<file path="config.mk">
export PLATFORM = sky130hd
export DESIGN_NAME = instr_sequencer
export DESIGN_NICKNAME = d
export VERILOG_FILES = /design/src/rtl/instr_sequencer_pkg.sv /design/src/rtl/instr_sequencer_op_decode.sv /design/src/rtl/instr_sequencer.sv
export SDC_FILE = /design/constraint.sdc
export NUM_CORES = 1
export LEC_CHECK = 0
export CAP_MARGIN = 20
export CORE_AREA = 4 4 72 54
export CTS_CLUSTER_DIAMETER = 30
export DETAILED_ROUTE_END_ITERATION = 6
export DIE_AREA = 0 0 76 58
export PLACE_DENSITY = 0.89
export SKIP_CTS_REPAIR_TIMING = 1
export SYNTH_ARGS = -nofsm -noshare
export SYNTH_HDL_FRONTEND = slang
export SYNTH_SLANG_ARGS = --single-unit
</file>
<file path="constraint.sdc">
create_clock -name clk -period 3.9 [get_ports clk]
set_clock_uncertainty 0.15 [all_clocks]
set_input_delay 0.78 -clock clk [delete_from_list [all_inputs] [get_ports clk]]
set_output_delay 0.78 -clock clk [all_outputs]
set_load 0.1 [all_outputs]
</file>
<file path="src/rtl/instr_sequencer_pkg.sv">
// Shared definitions for the instruction sequencer: opcode constants, FSM state
// encoding and the cycle-counter sizing helper.
package instr_sequencer_pkg;

    localparam int unsigned OPCODE_W = 4;

    typedef enum logic [OPCODE_W-1:0] {
        OP_CLR   = 4'd0,
        OP_LOAD  = 4'd1,
        OP_LOADI = 4'd2,
        OP_ALU   = 4'd3,
        OP_REP   = 4'd4,
        OP_NOP   = 4'd5
    } opcode_e;

    typedef enum logic {
        S_IDLE = 1'b0,
        S_EXEC = 1'b1
    } state_e;

    // Width that holds (2^arg_w)*clr_cycles without wrapping.
    function automatic int unsigned cyc_cnt_w(input int unsigned arg_w, input int unsigned clr_cycles);
        return $clog2((2 ** arg_w) * clr_cycles + 1);
    endfunction

endpackage

</file>
<file path="src/rtl/instr_sequencer_op_decode.sv">
// Combinational opcode/argument decode: strobe pattern, base length and
// illegal flag for one instruction.
module op_decode
    import instr_sequencer_pkg::*;
#(
    parameter int unsigned NUM_SRC    = 2,
    parameter int unsigned SEL_W      = 3,
    parameter int unsigned ARG_W      = 4,
    parameter int unsigned CLR_CYCLES = 2,
    parameter int unsigned CNT_W      = 6
) (
    input  logic [OPCODE_W-1:0] i_opcode,
    input  logic [ARG_W-1:0]    i_arg,
    output logic                o_clr,
    output logic [NUM_SRC-1:0]  o_en_reg,
    output logic                o_en_out,
    output logic                o_drv_load_sel,
    output logic                o_load_sel,
    output logic                o_drv_alu_sel,
    output logic [SEL_W-1:0]    o_alu_sel,
    output logic [CNT_W-1:0]    o_base_len,
    output logic                o_rep,
    output logic                o_illegal
);

    opcode_e w_op;
    logic    w_arg_in_range;

    assign w_op           = opcode_e'(i_opcode);
    assign w_arg_in_range = 32'(i_arg) < NUM_SRC;
    assign o_alu_sel      = i_arg[SEL_W-1:0];

    always_comb begin
        o_clr          = 1'b0;
        o_en_reg       = '0;
        o_en_out       = 1'b0;
        o_drv_load_sel = 1'b0;
        o_load_sel     = 1'b0;
        o_drv_alu_sel  = 1'b0;
        o_base_len     = CNT_W'(1);
        o_rep          = 1'b0;
        o_illegal      = 1'b0;
        case (w_op)
            OP_CLR: begin
                o_clr      = 1'b1;
                o_en_reg   = '1;
                o_en_out   = 1'b1;
                o_base_len = CNT_W'(CLR_CYCLES);
            end
            OP_LOAD, OP_LOADI: begin
                // Register index beyond the operand file is an illegal instruction.
                if (w_arg_in_range) begin
                    o_en_reg       = NUM_SRC'(1) << i_arg;
                    o_drv_load_sel = 1'b1;
                    o_load_sel     = (w_op == OP_LOADI);
                end else begin
                    o_illegal = 1'b1;
                end
            end
            OP_ALU: begin
                o_en_out      = 1'b1;
                o_drv_alu_sel = 1'b1;
            end
            OP_REP:  o_rep = 1'b1;
            OP_NOP:  ;
            default: o_illegal = 1'b1;
        endcase
    end

endmodule

</file>
<file path="src/rtl/instr_sequencer.sv">
// Instruction sequencer: accepts one instruction at a time, expands it (with an
// optional repeat count) into registered datapath strobes.
module instr_sequencer
    import instr_sequencer_pkg::*;
#(
    parameter int unsigned NUM_SRC    = 2,
    parameter int unsigned SEL_W      = 3,
    parameter int unsigned ARG_W      = 4,
    parameter int unsigned CLR_CYCLES = 2
) (
    input  logic                      clk,
    input  logic                      reset,
    input  logic                      instr_valid,
    input  logic [OPCODE_W+ARG_W-1:0] instr_data,
    output logic                      instr_ready,
    output logic                      clr,
    output logic [NUM_SRC-1:0]        en_reg,
    output logic                      load_sel,
    output logic                      en_out,
    output logic [SEL_W-1:0]          alu_sel,
    output logic                      busy,
    output logic                      done,
    output logic                      illegal_op
);

    localparam int unsigned CNT_W = cyc_cnt_w(ARG_W, CLR_CYCLES);

    state_e               r_state,       w_state_nxt;
    logic                 r_rep_pending, w_rep_pending_nxt;
    logic [ARG_W-1:0]     r_rep_cnt,     w_rep_cnt_nxt;
    logic [CNT_W-1:0]     r_cyc_cnt,     w_cyc_cnt_nxt;
    logic                 r_pat_clr,     w_pat_clr_nxt;
    logic [NUM_SRC-1:0]   r_pat_en_reg,  w_pat_en_reg_nxt;
    logic                 r_pat_en_out,  w_pat_en_out_nxt;
    logic                 r_ready,       w_ready_nxt;
    logic                 r_clr,         w_clr_nxt;
    logic [NUM_SRC-1:0]   r_en_reg,      w_en_reg_nxt;
    logic                 r_en_out,      w_en_out_nxt;
    logic                 r_load_sel,    w_load_sel_nxt;
    logic [SEL_W-1:0]     r_alu_sel,     w_alu_sel_nxt;
    logic                 r_busy,        w_busy_nxt;
    logic                 r_done,        w_done_nxt;
    logic                 r_illegal,     w_illegal_nxt;

    logic [OPCODE_W-1:0]  w_opcode;
    logic [ARG_W-1:0]     w_arg;
    logic                 w_accept;
    logic                 w_dec_clr, w_dec_en_out, w_dec_drv_load_sel, w_dec_load_sel;
    logic                 w_dec_drv_alu_sel, w_dec_rep, w_dec_illegal;
    logic [NUM_SRC-1:0]   w_dec_en_reg;
    logic [SEL_W-1:0]     w_dec_alu_sel;
    logic [CNT_W-1:0]     w_dec_base_len;
    logic [CNT_W-1:0]     w_factor;
    logic [CNT_W-1:0]     w_len;

    assign w_opcode = instr_data[ARG_W +: OPCODE_W];
    assign w_arg    = instr_data[ARG_W-1:0];
    assign w_accept = instr_valid && r_ready;
    assign w_factor = r_rep_pending ? (CNT_W'(r_rep_cnt) + CNT_W'(1)) : CNT_W'(1);
    assign w_len    = w_factor * w_dec_base_len;

    op_decode #(
        .NUM_SRC    (NUM_SRC),
        .SEL_W      (SEL_W),
        .ARG_W      (ARG_W),
        .CLR_CYCLES (CLR_CYCLES),
        .CNT_W      (CNT_W)
    ) u_op_decode (
        .i_opcode       (w_opcode),
        .i_arg          (w_arg),
        .o_clr          (w_dec_clr),
        .o_en_reg       (w_dec_en_reg),
        .o_en_out       (w_dec_en_out),
        .o_drv_load_sel (w_dec_drv_load_sel),
        .o_load_sel     (w_dec_load_sel),
        .o_drv_alu_sel  (w_dec_drv_alu_sel),
        .o_alu_sel      (w_dec_alu_sel),
        .o_base_len     (w_dec_base_len),
        .o_rep          (w_dec_rep),
        .o_illegal      (w_dec_illegal)
    );

    // Next-state and next-output logic; r_cyc_cnt counts cycles remaining after the current one.
    always_comb begin
        w_state_nxt       = r_state;
        w_rep_pending_nxt = r_rep_pending;
        w_rep_cnt_nxt     = r_rep_cnt;
        w_cyc_cnt_nxt     = r_cyc_cnt;
        w_pat_clr_nxt     = r_pat_clr;
        w_pat_en_reg_nxt  = r_pat_en_reg;
        w_pat_en_out_nxt  = r_pat_en_out;
        w_ready_nxt       = 1'b1;
        w_clr_nxt         = 1'b0;
        w_en_reg_nxt      = '0;
        w_en_out_nxt      = 1'b0;
        w_load_sel_nxt    = r_load_sel;
        w_alu_sel_nxt     = r_alu_sel;
        w_busy_nxt        = 1'b0;
        w_done_nxt        = 1'b0;
        w_illegal_nxt     = 1'b0;
        if (w_accept) begin
            if (w_dec_illegal) begin
                w_state_nxt       = S_EXEC;
                w_rep_pending_nxt = 1'b0;
                w_cyc_cnt_nxt     = '0;
                w_pat_clr_nxt     = 1'b0;
                w_pat_en_reg_nxt  = '0;
                w_pat_en_out_nxt  = 1'b0;
                w_illegal_nxt     = 1'b1;
            end else if (w_dec_rep) begin
                w_state_nxt       = S_IDLE;
                w_rep_pending_nxt = 1'b1;
                w_rep_cnt_nxt     = w_arg;
            end else begin
                w_state_nxt       = S_EXEC;
                w_rep_pending_nxt = 1'b0;
                w_cyc_cnt_nxt     = w_len - CNT_W'(1);
                w_pat_clr_nxt     = w_dec_clr;
                w_pat_en_reg_nxt  = w_dec_en_reg;
                w_pat_en_out_nxt  = w_dec_en_out;
                w_clr_nxt         = w_dec_clr;
                w_en_reg_nxt      = w_dec_en_reg;
                w_en_out_nxt      = w_dec_en_out;
                if (w_dec_drv_load_sel) w_load_sel_nxt = w_dec_load_sel;
                if (w_dec_drv_alu_sel)  w_alu_sel_nxt  = w_dec_alu_sel;
                w_busy_nxt        = (w_len != CNT_W'(1));
                w_done_nxt        = !w_busy_nxt;
                w_ready_nxt       = w_done_nxt;
            end
        end else if (r_state == S_EXEC) begin
            if (r_cyc_cnt == '0) begin
                w_state_nxt = S_IDLE;
            end else begin
                w_cyc_cnt_nxt = r_cyc_cnt - CNT_W'(1);
                w_clr_nxt     = r_pat_clr;
                w_en_reg_nxt  = r_pat_en_reg;
                w_en_out_nxt  = r_pat_en_out;
                w_busy_nxt    = (w_cyc_cnt_nxt != '0);
                w_done_nxt    = !w_busy_nxt;
                w_ready_nxt   = w_done_nxt;
            end
        end
    end

    always_ff @(posedge clk) begin
        if (reset) begin
            r_state       <= S_IDLE;
            r_rep_pending <= 1'b0;
            r_rep_cnt     <= '0;
            r_cyc_cnt     <= '0;
            r_pat_clr     <= 1'b0;
            r_pat_en_reg  <= '0;
            r_pat_en_out  <= 1'b0;
            r_ready       <= 1'b0;
            r_clr         <= 1'b0;
            r_en_reg      <= '0;
            r_en_out      <= 1'b0;
            r_load_sel    <= 1'b0;
            r_alu_sel     <= '0;
            r_busy        <= 1'b0;
            r_done        <= 1'b0;
            r_illegal     <= 1'b0;
        end else begin
            r_state       <= w_state_nxt;
            r_rep_pending <= w_rep_pending_nxt;
            r_rep_cnt     <= w_rep_cnt_nxt;
            r_cyc_cnt     <= w_cyc_cnt_nxt;
            r_pat_clr     <= w_pat_clr_nxt;
            r_pat_en_reg  <= w_pat_en_reg_nxt;
            r_pat_en_out  <= w_pat_en_out_nxt;
            r_ready       <= w_ready_nxt;
            r_clr         <= w_clr_nxt;
            r_en_reg      <= w_en_reg_nxt;
            r_en_out      <= w_en_out_nxt;
            r_load_sel    <= w_load_sel_nxt;
            r_alu_sel     <= w_alu_sel_nxt;
            r_busy        <= w_busy_nxt;
            r_done        <= w_done_nxt;
            r_illegal     <= w_illegal_nxt;
        end
    end

    assign instr_ready = r_ready;
    assign clr         = r_clr;
    assign en_reg      = r_en_reg;
    assign en_out      = r_en_out;
    assign load_sel    = r_load_sel;
    assign alu_sel     = r_alu_sel;
    assign busy        = r_busy;
    assign done        = r_done;
    assign illegal_op  = r_illegal;

endmodule

</file>
==> key figures <==
Timing
  • Slew HR: 34.0%
  • Max Slew Vio Count: 0
  • Final hold vios: 0
  • Unrepaired setup endpoints after global routing: no
  • Worst-Margin Slew: 0.987 ns
  • Fmax: 0.310 GHz
  • Setup TNS: 0 ns
  • Period minus WS final: 3.23 ns
  • Endpoints failing setup: 0
  • Final period util: 82.7%

Placed design
  • Placed Instances: 268
  • Placed wire-length estimate: 3020 um
  • RePlAce Congestion: 0.895
  • # port buffers: 22

Setup path
  • Critical path origin: instr_data[7]
  • Startpoint Class: input port
  • Reg2Reg Launch Point: r_rep_cnt[0]
  • Worst endpoint required time: 3.96 ns
  • Buf/Inv on CP: 1
  • Slowest CP cell: or4_1
  • Worst path cell trace: clkdlybuf4s50_1, or4_1, a21oi_1, ha_1, nand4_1, xnor2_1, a211o_1, a211o_1, a211oi_2
  • Critical Path Fanout Max: 6
  • WP data arrival: 3.28 ns
  • Critical Path Max Stage Delay: 0.61 ns
  • Critical Path Sink Type: flip-flop
  • Cell family with most CP delay: compound AO/OA/AOI/OAI gates
  • CP Class: input port to flip-flop
  • CP most frequent cell: a211o_1

Floorplanning
  • Initial core utilization: 54.2%
  • Die width: 76 um
  • DIE HEIGHT: 58 um
  • # rows: 17
  • Total die area: 0.00441 mm2
  • Core Area: 0.00313 mm2
  • I/O pin count: 23

Job
  • Max-cap viol count: 0

Pwr
  • Psw: 0.195 mW
  • P per Cell Area: 340 mW/mm2
  • Part of the power in registers: 45.4%
  • Peak VDD IR: 177 uV
  • Total internal power: 0.486 mW
  • Clock share of power: 34.3%
  • Comb pwr share: 20.3%
  • Pleak: 0.722 nW
  • Sw frac: 28.6%

Worst hold path
  • Worst hold start: r_pat_en_reg[1]
  • Worst min path class: flip-flop to flip-flop

Synth
  • Yosys cell types: 47
  • Syn Area/Cell: 7.89 um2
  • Asr flop ratio synth: 0%
  • Leading area contributor after synthesis: dfxtp_1
  • Cells after Synth: 215
  • Commonest register cell after synthesis: dfxtp_1
  • EDFF count, synth: 0
  • Post-Synthesis Cell Area: 0.00170 mm2
  • Sequential fraction of the synthesis area: 33.1%
  • Post-Syn Nets: 233
  • Share of the synthesized area in the top cell type: 33.1%
  • Synth Warn #: 0
  • FF+latch count, synth: 28
  • Top cells by area, synth: dfxtp_1 (33%), a21oi_1 (7.4%), nand2_1 (6.6%)

Detailed routing
  • DRT iter0 DRCs: 86
  • Total wire length: 3990 um
  • Via Count: 1624
  • Routed Antenna Nets: 0
  • DRC viols: 0
  • Wire length per cell after detailed routing: 14.7 um
  • Vias/cell: 5.97
  • DRT Pass-1 Iters: 5

Clock network
  • Clock root buffer: clkbuf_8
  • Num CTS Buffers: 3
  • CTS sink cnt: 28
  • Clock Path Buffers: 2
  • CTS clk-pin slew, worst paths: 0.10 ns
  • TritonCTS clock tree: yes
  • H-tree depth: 1
  • Clk Latency, worst-skew pair: 0.28 ns

Global route
  • GRT Resource Usage Total: 18.2%
  • Largest net degree at the start of global routing: 30
  • Initial antenna violation count: 0
  • Overflow after GRT: 0
  • Vias in the first global route: 1508
  • First-pass GRT wire length: 6760 um

Finish
  • Most flops, register: r_cyc_cnt
  • Area grow syn2layout: 18.2%
  • Finished Layout Cells: 272
  • Share of cells above drive strength 1: 7.26%
  • Final nets: 253
  • Number of diodes: 0
  • Max reg flops: 6

Status
  • Status: finished clean
-- routing by layer --
layer  track usage, %  share of wire (%)  vias up
met2             30.9                 48       63
met5                0                  0        -
li1                 -                  -      800
met1             23.8                 44      757
met4             2.79               0.30        0
met3             4.81                8.0        4
-- worst register-to-register path: cells and delay by family (launching register included) --
kind | cells | cell delay [ns]
xor gates and xnor gates | 1 | 0.18
DFF | 1 | 0.40
AOI/OAI and AO/OA | 3 | 0.75
and+or+nand+nor | 2 | 0.32
adders and majority gates | 2 | 0.59
-- cells in the final DEF (no fill, tap or decap), drive strengths merged, types with 6 or more instances in the layout --
master / count
nand2: 31
a31oi: 6
clkdlybuf4s50: 22
inv: 9
o22ai: 6
nor2: 21
a21oi: 25
a211oi: 6
dfxtp: 28
nand3: 8
ha: 7
nor3: 6
xnor2: 6
-- stage by stage --
step	utilization [%]	setup WS [ns]	power [mW]	area [um2]	hold slack, ns
3_5_place_dp	61.8	0.408	0.452	1930	0.300
2_1_floorplan	-	0.916	0.414	1700	0.287
5_1_grt	64.1	0.540	0.707	2000	0.325
6_report	64.1	0.674	0.681	2000	0.311
4_1_cts	64.1	0.688	0.679	2000	0.313
3_3_place_gp	61.8	0.466	0.447	1930	0.289
-- path summary, 6_finish.rpt --
path	slack (ns)	endpoint	depth (start not counted)
max	0.67	r_cyc_cnt[4]	9
min	0.31	en_reg[1]	2
max reg2reg	1.46	r_cyc_cnt[4]	8
min reg2reg	0.31	en_reg[1]	2
-- cells in the mapped netlist (all sizes together) (2+ instances only) --
master	n
a211o	2
a211oi	6
a21oi	25
a31oi	6
and2	2
and3	3
buf	4
clkbuf	7
dfxtp	28
ha	7
inv	9
mux2i	4
nand2	31
nand2b	2
nand3	8
nand3b	2
nand4	4
nor2	21
nor3	6
nor4	2
o21a	2
o21ai	4
o21bai	2
o22ai	6
xnor2	6
xor2	4
-- power by group through the flow --
stage	Sequential, mW	Clock [mW]	Combinational (mW)
floorplan	0.326	0	0.0879
global placement	0.315	0	0.133
detailed placement	0.316	0	0.137
CTS	0.309	0.233	0.137
global route	0.311	0.246	0.150
finish	0.309	0.233	0.138
-- layout make-up --
type	instances	area, um2
Timing Repair Buffer	26	250
Clock inverter	1	30.0
Tap cell	38	47.5
Fill cell	270	1120
Multi-Input combinational cell	167	1040
Inverter	9	33.8
Clock buffer	3	41.3
Sequential cell	28	561
-- logic make-up after synthesis --
group	after synthesis	synth area share [%]
AO/OA/AOI/OAI	58	22.1
flip-flops	28	33.1
buffers and inverters	20	5.61
adder cells (fa/ha/maj)	7	5.17
multiplexers	5	3.03
XOR/XNOR	10	5.17
AND/OR/NAND/NOR	87	25.8
No activity file was read; power rests on OpenSTA's default activity.
